--- config.mk ---
export PLATFORM = sky130hd
export DESIGN_NAME = pipe_stage_skid_reg
export DESIGN_NICKNAME = d
export VERILOG_FILES = /design/src/rtl/pipe_stage_skid_reg.sv
export SDC_FILE = /design/constraint.sdc
export NUM_CORES = 1
export LEC_CHECK = 0
export CAP_MARGIN = 20
export CORE_AREA = 2 2 83 85
export DETAILED_ROUTE_END_ITERATION = 12
export DIE_AREA = 0 0 85 87
export PLACE_DENSITY = 0.78
export SLEW_MARGIN = 20
export SYNTH_ARGS = -nofsm -noshare
export SYNTH_HDL_FRONTEND = slang
export SYNTH_SLANG_ARGS = --single-unit
--- constraint.sdc ---
create_clock -name clk -period 2.1 [get_ports clk]
set_input_delay 0.21 -clock clk [delete_from_list [all_inputs] [get_ports clk]]
set_output_delay 0.21 -clock clk [all_outputs]
set_load 0.01 [all_outputs]
--- src/rtl/pipe_stage_skid_reg.sv ---
// pipe_stage_skid_reg: elastic pipeline register with one-entry skid buffer, flush and freeze; PIPE_STAGE_STATS_EN adds saturating stall/freeze/flush counters
module pipe_stage_skid_reg #(
  parameter int DATA_W = 32,
  parameter logic [DATA_W-1:0] RESET_VAL = '0,
  parameter int CNT_W = 16
) (
  input  logic              clk,
  input  logic              rst,
  input  logic              flush,
  input  logic              freeze,
  input  logic              in_valid,
  output logic              in_ready,
  input  logic [DATA_W-1:0] in_data,
  output logic              out_valid,
  input  logic              out_ready,
`ifdef PIPE_STAGE_STATS_EN
  output logic [CNT_W-1:0]  stall_cnt,
  output logic [CNT_W-1:0]  freeze_cnt,
  output logic [CNT_W-1:0]  flush_cnt,
`endif
  output logic [DATA_W-1:0] out_data
);
  logic              main_v, skid_v, main_v_n, skid_v_n, accept, drain;
  logic [DATA_W-1:0] main_d, skid_d, main_d_n, skid_d_n;
  assign in_ready  = ~skid_v & ~freeze & ~flush;
  assign out_valid = main_v & ~freeze;
  assign out_data  = main_d;
  assign accept    = in_valid & in_ready;
  assign drain     = out_valid & out_ready;
  // freeze needs no explicit branch: it already forces accept and drain low
  always_comb begin
    main_v_n = flush ? 1'b0 : main_v ? (skid_v | ~drain | accept) : accept;
    skid_v_n = flush ? 1'b0 : skid_v ? ~drain : (main_v & accept & ~drain);
    main_d_n = flush ? RESET_VAL
             : (main_v & skid_v & drain) ? skid_d
             : (accept & (~main_v | drain)) ? in_data : main_d;
    skid_d_n = flush ? RESET_VAL
             : (main_v & ~skid_v & accept & ~drain) ? in_data : skid_d;
  end
  always_ff @(posedge clk or posedge rst)
    if (rst) begin
      main_v <= 1'b0;
      skid_v <= 1'b0;
      main_d <= RESET_VAL;
      skid_d <= RESET_VAL;
    end else begin
      main_v <= main_v_n;
      skid_v <= skid_v_n;
      main_d <= main_d_n;
      skid_d <= skid_d_n;
    end
`ifdef PIPE_STAGE_STATS_EN
  always_ff @(posedge clk or posedge rst)
    if (rst) begin
      stall_cnt  <= '0;
      freeze_cnt <= '0;
      flush_cnt  <= '0;
    end else begin
      if (out_valid & ~out_ready & ~&stall_cnt) stall_cnt <= stall_cnt + 1'b1;
      if (freeze & ~flush & ~&freeze_cnt) freeze_cnt <= freeze_cnt + 1'b1;
      if (flush & ~&flush_cnt) flush_cnt <= flush_cnt + 1'b1;
    end
`endif
endmodule

## Yosys cells after proc, flatten, opt, wreduce, memory -nomap -nowiden

Cells that the tools add are included.

| word-level totals | value |
|---|---|
| input port bits | 38 |
| register bits | 66 |
| output and inout port bits | 34 |
| logic and storage cells | 36 |

| cells by class | value |
|---|---|
| mux-type cells | 9 |
| reduce and logical (&&, ||, !) cells | 2 |
| bitwise gates (word level) | 21 |

Operators with widths:

| kind | number |
|---|---|
| $mux W32 | 5 |
| $and A1 B1 Y1 | 13 |
| $not A1 Y1 | 5 |
| $mux W1 | 4 |
| $or A1 B1 Y1 | 3 |
| $reduce_bool A3 Y1 | 1 |
| $reduce_bool A2 Y1 | 1 |

## Logic depth before layout (Yosys ltp)

| logic depth | value |
|---|---|
| depth after elaboration | 8 |
| mapped depth | 4 |
| depth with buffers taken out | 3 |

## Least setup slack after synthesis

Ideal clock, no wire load.

| path | value |
|---|---|
| kind | reg2reg |
| start | reg main_v |
| end | reg skid_d[10] |
| arrival | 1.246 ns |
| cell stages (with the launch flop) | 5 |
| path slack | 0.729 ns |
| period minus slack after synthesis | 1.371 ns |
| library setup time | 0.125 ns |
| data required time | 1.975 ns |
| buffers on the path | 1 |
| cell sequence | dfrtp_1 > and2b_2 > nand4_4 > buf_6 > mux2_4 |

| on the way | value |
|---|---|
| cells in the longest elaborated chain, start to end | 5 |
| elaborated cells between the ends (all ways) | 7 |
| those cells by class | bitwise (6); reduce/logical (1) |

Ends and longest elaborated chain:

| item | RTL line | text |
|---|---|---|
| start: declaration | 23 | `logic main_v, skid_v, main_v_n, skid_v_n, accept, drain;` |
| start signal: assignment | 47 | `main_v <= main_v_n;` |
| $and A1 B1 Y1 | 26 | `assign out_valid = main_v & ~freeze;` |
| net out_valid | 14 | `output logic out_valid,` |
| $and A1 B1 Y1 | 29 | `assign drain = out_valid & out_ready;` |
| $not A1 Y1 | 38 | `: (main_v & ~skid_v & accept & ~drain) ? in_data : skid_d;` |
| $and A1 B1 Y1 | 38 |  |
| $reduce_bool A2 Y1 (no source line) | - |  |
| end signal: assignment | 50 | `skid_d <= skid_d_n;` |
| end: declaration | 24 | `logic [DATA_W-1:0] main_d, skid_d, main_d_n, skid_d_n;` |

The timed path passes the listed nets, and every way through them passes these cells.
A chain may end at the register's enable or synchronous reset.

## Worst setup path in the final report

| path | value |
|---|---|
| start | reg skid_v |
| end | out in_ready |

| on the way | value |
|---|---|
| cells in the longest elaborated chain, start to end | 3 |

Ends and longest elaborated chain:

| item | RTL line | text |
|---|---|---|
| start: declaration | 23 |  |
| start signal: assignment | 48 | `skid_v <= skid_v_n;` |
| $not A1 Y1 | 25 | `assign in_ready = ~skid_v & ~freeze & ~flush;` |
| $and A1 B1 Y1 (2 in a row) | 25 |  |
| end: declaration | 12 | `output logic in_ready,` |

Every way passes these cells.

==> flow_summary.json <==
{
  "status": "complete, no violations",
  "viasPerCell": 5.35,
  "yosysMostFrequentCell": "dfrtp_1",
  "skew_ps": 12.6,
  "hp-class": "input pin to asynchronous set/reset pin",
  "hold_viol": 0,
  "fin_crit_ps": 1800,
  "vias": 2091,
  "synth_flop_cell": "dfrtp_1",
  "finalMaxSlewViolations": 0,
  "start_util_pct": 48.4,
  "period_share_pct": 85.8,
  "cts_tree": "built",
  "synthesis.area_per_instance_sq_um": 14.0,
  "drc": 0,
  "whs_ps": 250,
  "grt-ovfl-total": 0,
  "numPortBuffers": 71,
  "worst_pin_slew_ps": 556,
  "synth_top_cell_area_share_pct": 51.9,
  "worst-path-max-fanout": 6,
  "clock_latency_ps": 340,
  "gr-usage-all-layers_pct": 19.6,
  "clock_sinks": 66,
  "powerDensity_nw_per_um2": 719,
  "yosys-top-cells-area": "dfrtp_1, mux2_4, mux2i_1",
  "synth_edf_count": 0,
  "htree_num_levels": 3,
  "postCtsSetupBuffers": 0,
  "yosysSeqAreaShare_pct": 51.9,
  "drv_cap": 0,
  "wl_microns": 6620,
  "cts_buffer_depth": 2,
  "ys_top_cells_by_count": "dfrtp_1, mux2i_1, nor2b_1, o2bb2ai_1, mux2_4",
  "grt_pass1_wl_microns": 11200,
  "required_ps": 1890,
  "core_sq_um": 6570,
  "antenna_cells": 0,
  "synth_nets": 266,
  "syn_area_sq_um": 3180,
  "cts_buffers": 9,
  "synth_area_leader_cell": "dfrtp_1",
  "drive_above_1_share_pct": 21.2,
  "dieArea_sq_um": 7400,
  "grt_max_degree": 38,
  "synth_async_sr_flop_share_pct": 100,
  "grt_pass1_vias": 2239,
  "globalplace.congestion": 0.836,
  "yosysUniqueCellTypes": 23,
  "antenna_found_initial": 0,
  "boundaryPins": 72,
  "cp-start-kind": "register",
  "dp_hpwl_microns": 4440,
  "path_clk_slew_ps": 70,
  "end_kind": "output port",
  "wire_per_inst_microns": 16.9,
  "r2r_cells": 4,
  "rows": 30,
  "fp.dieW_microns": 85,
  "die_y_microns": 87,
  "ys_ff_latch": 66,
  "area.growth.synth_to_final_pct": 33.9,
  "synthCells": 228,
  "fmax_mhz": 555,
  "cts_resized": 0,
  "drt.antenna.violating_nets": 0,
  "power_leakage_nw": 2.17,
  "setup_tns_ps": 0,
  "relSlewSlack_pct": 62.9,
  "dr.pass1.iters": 4,
  "arrival_ps": 1590,
  "finalSetupViolCount": 0,
  "vdd_drop_max_mv": 0.627,
  "postCtsHoldBufs": 0,
  "cts_root_buf": "clkbuf_8",
  "nets": 344,
  "drtIter0Drc": 90,
  "yosys_warnings": 0,
  "rsz0062_at_grt": "no",
  "timing_worst_setup_path_type": "register to output port"
}
==> sequential cells by signal (all words and copies together), names as in the netlist <==
signal	cells
skid_v	1
skid_d	32
out_data	32
main_v	1
==> power by group <==
group / total [W] / switching, W / leakage (nW) / internal, W
Clock: 0.00141 / 0.000501 / 0.129 / 0.000909
Sequential: 0.00133 / 0.0000227 / 0.909 / 0.00131
Combinational: 0.000322 / 0.000146 / 1.13 / 0.000176
==> worst max-delay path, stage by stage (launching register included) <==
cell	delay, ps
dfrtp_1	440
nor3_1	230
clkdlybuf4s50_1	600
==> cell usage in the layout, fill, tap and decap left out <==
master            n
nand4_4           1
and2b_2           1
bufinv_16         4
nand4b_2          1
nor2b_1          32
clkinv_4          1
o31ai_1           1
nand4b_1          1
dfrtp_1          66
mux2i_1          32
o2bb2ai_1        32
a31oi_4           1
buf_12            2
nand3_1           1
clkinv_2          1
buf_4            10
nor2_1            1
nand2b_1          1
clkbuf_8          9
a21oi_1           1
mux2_2            4
clkdlybuf4s50_1  71
inv_1             3
nor3_1            1
mux2_4           29
clkinvlp_4        1
a211o_1           1
inv_2             1
nand2_1           1
==> final timing paths <==
check	start	to	slack, ps
worst max-delay path	skid_v$_DFF_PP0_	in_ready	300
worst min-delay path	rst	out_data[18]$_DFFE_PP0P_	250
worst max register to register	skid_v$_DFF_PP0_	out_data[17]$_DFFE_PP0P_	580
worst min register to register	out_data[2]$_DFFE_PP0P_	out_data[2]$_DFFE_PP0P_	490
max in group asynchronous	rst	out_data[14]$_DFFE_PP0P_	1250
min in group clk	out_data[2]$_DFFE_PP0P_	out_data[2]$_DFFE_PP0P_	490
==> cell type report <==
| type | instances | area (sq um) |
|---|---|---|
| Clock buffer | 9 | 124 |
| Clock inverter | 7 | 141 |
| Fill cell | 483 | 2310 |
| Inverter | 4 | 15.0 |
| Multi-Input combinational cell | 142 | 1400 |
| Sequential cell | 66 | 1650 |
| Tap cell | 80 | 100 |
| Timing Repair Buffer | 83 | 826 |
==> metal layers <==
metal / part of all wire (%) / track usage (%) / vias to the layer above
li1: - / - / 978
met1: 48 / 26.9 / 1051
met2: 47 / 29.8 / 54
met3: 3.6 / 4.08 / 8
met4: 1.9 / 9.24 / 0
met5: 0 / 0 / -
==> per-stage QoR <==
step	utilization (%)	total power [W]	cells	worst slack [ps]	instance area, sq um
after floorplan	-	0.00149	228	235	3180
after global placement	60.8	0.00168	375	325	3990
after detailed placement	60.8	0.00168	375	256	3990
after CTS	64.8	0.00310	391	287	4260
after global routing	64.8	0.00319	391	261	4260
final	64.8	0.00306	391	298	4260
==> cell families after synthesis <==
kind of cell / Yosys count / synth area share [%]
and+or+nand+nor: 41 / 8.73
DFF: 66 / 51.9
AOI/OAI and AO/OA: 36 / 10.1
muxes: 65 / 25.2
buffers and inverters: 20 / 4.05
No activity file was read; power rests on OpenSTA's default activity.
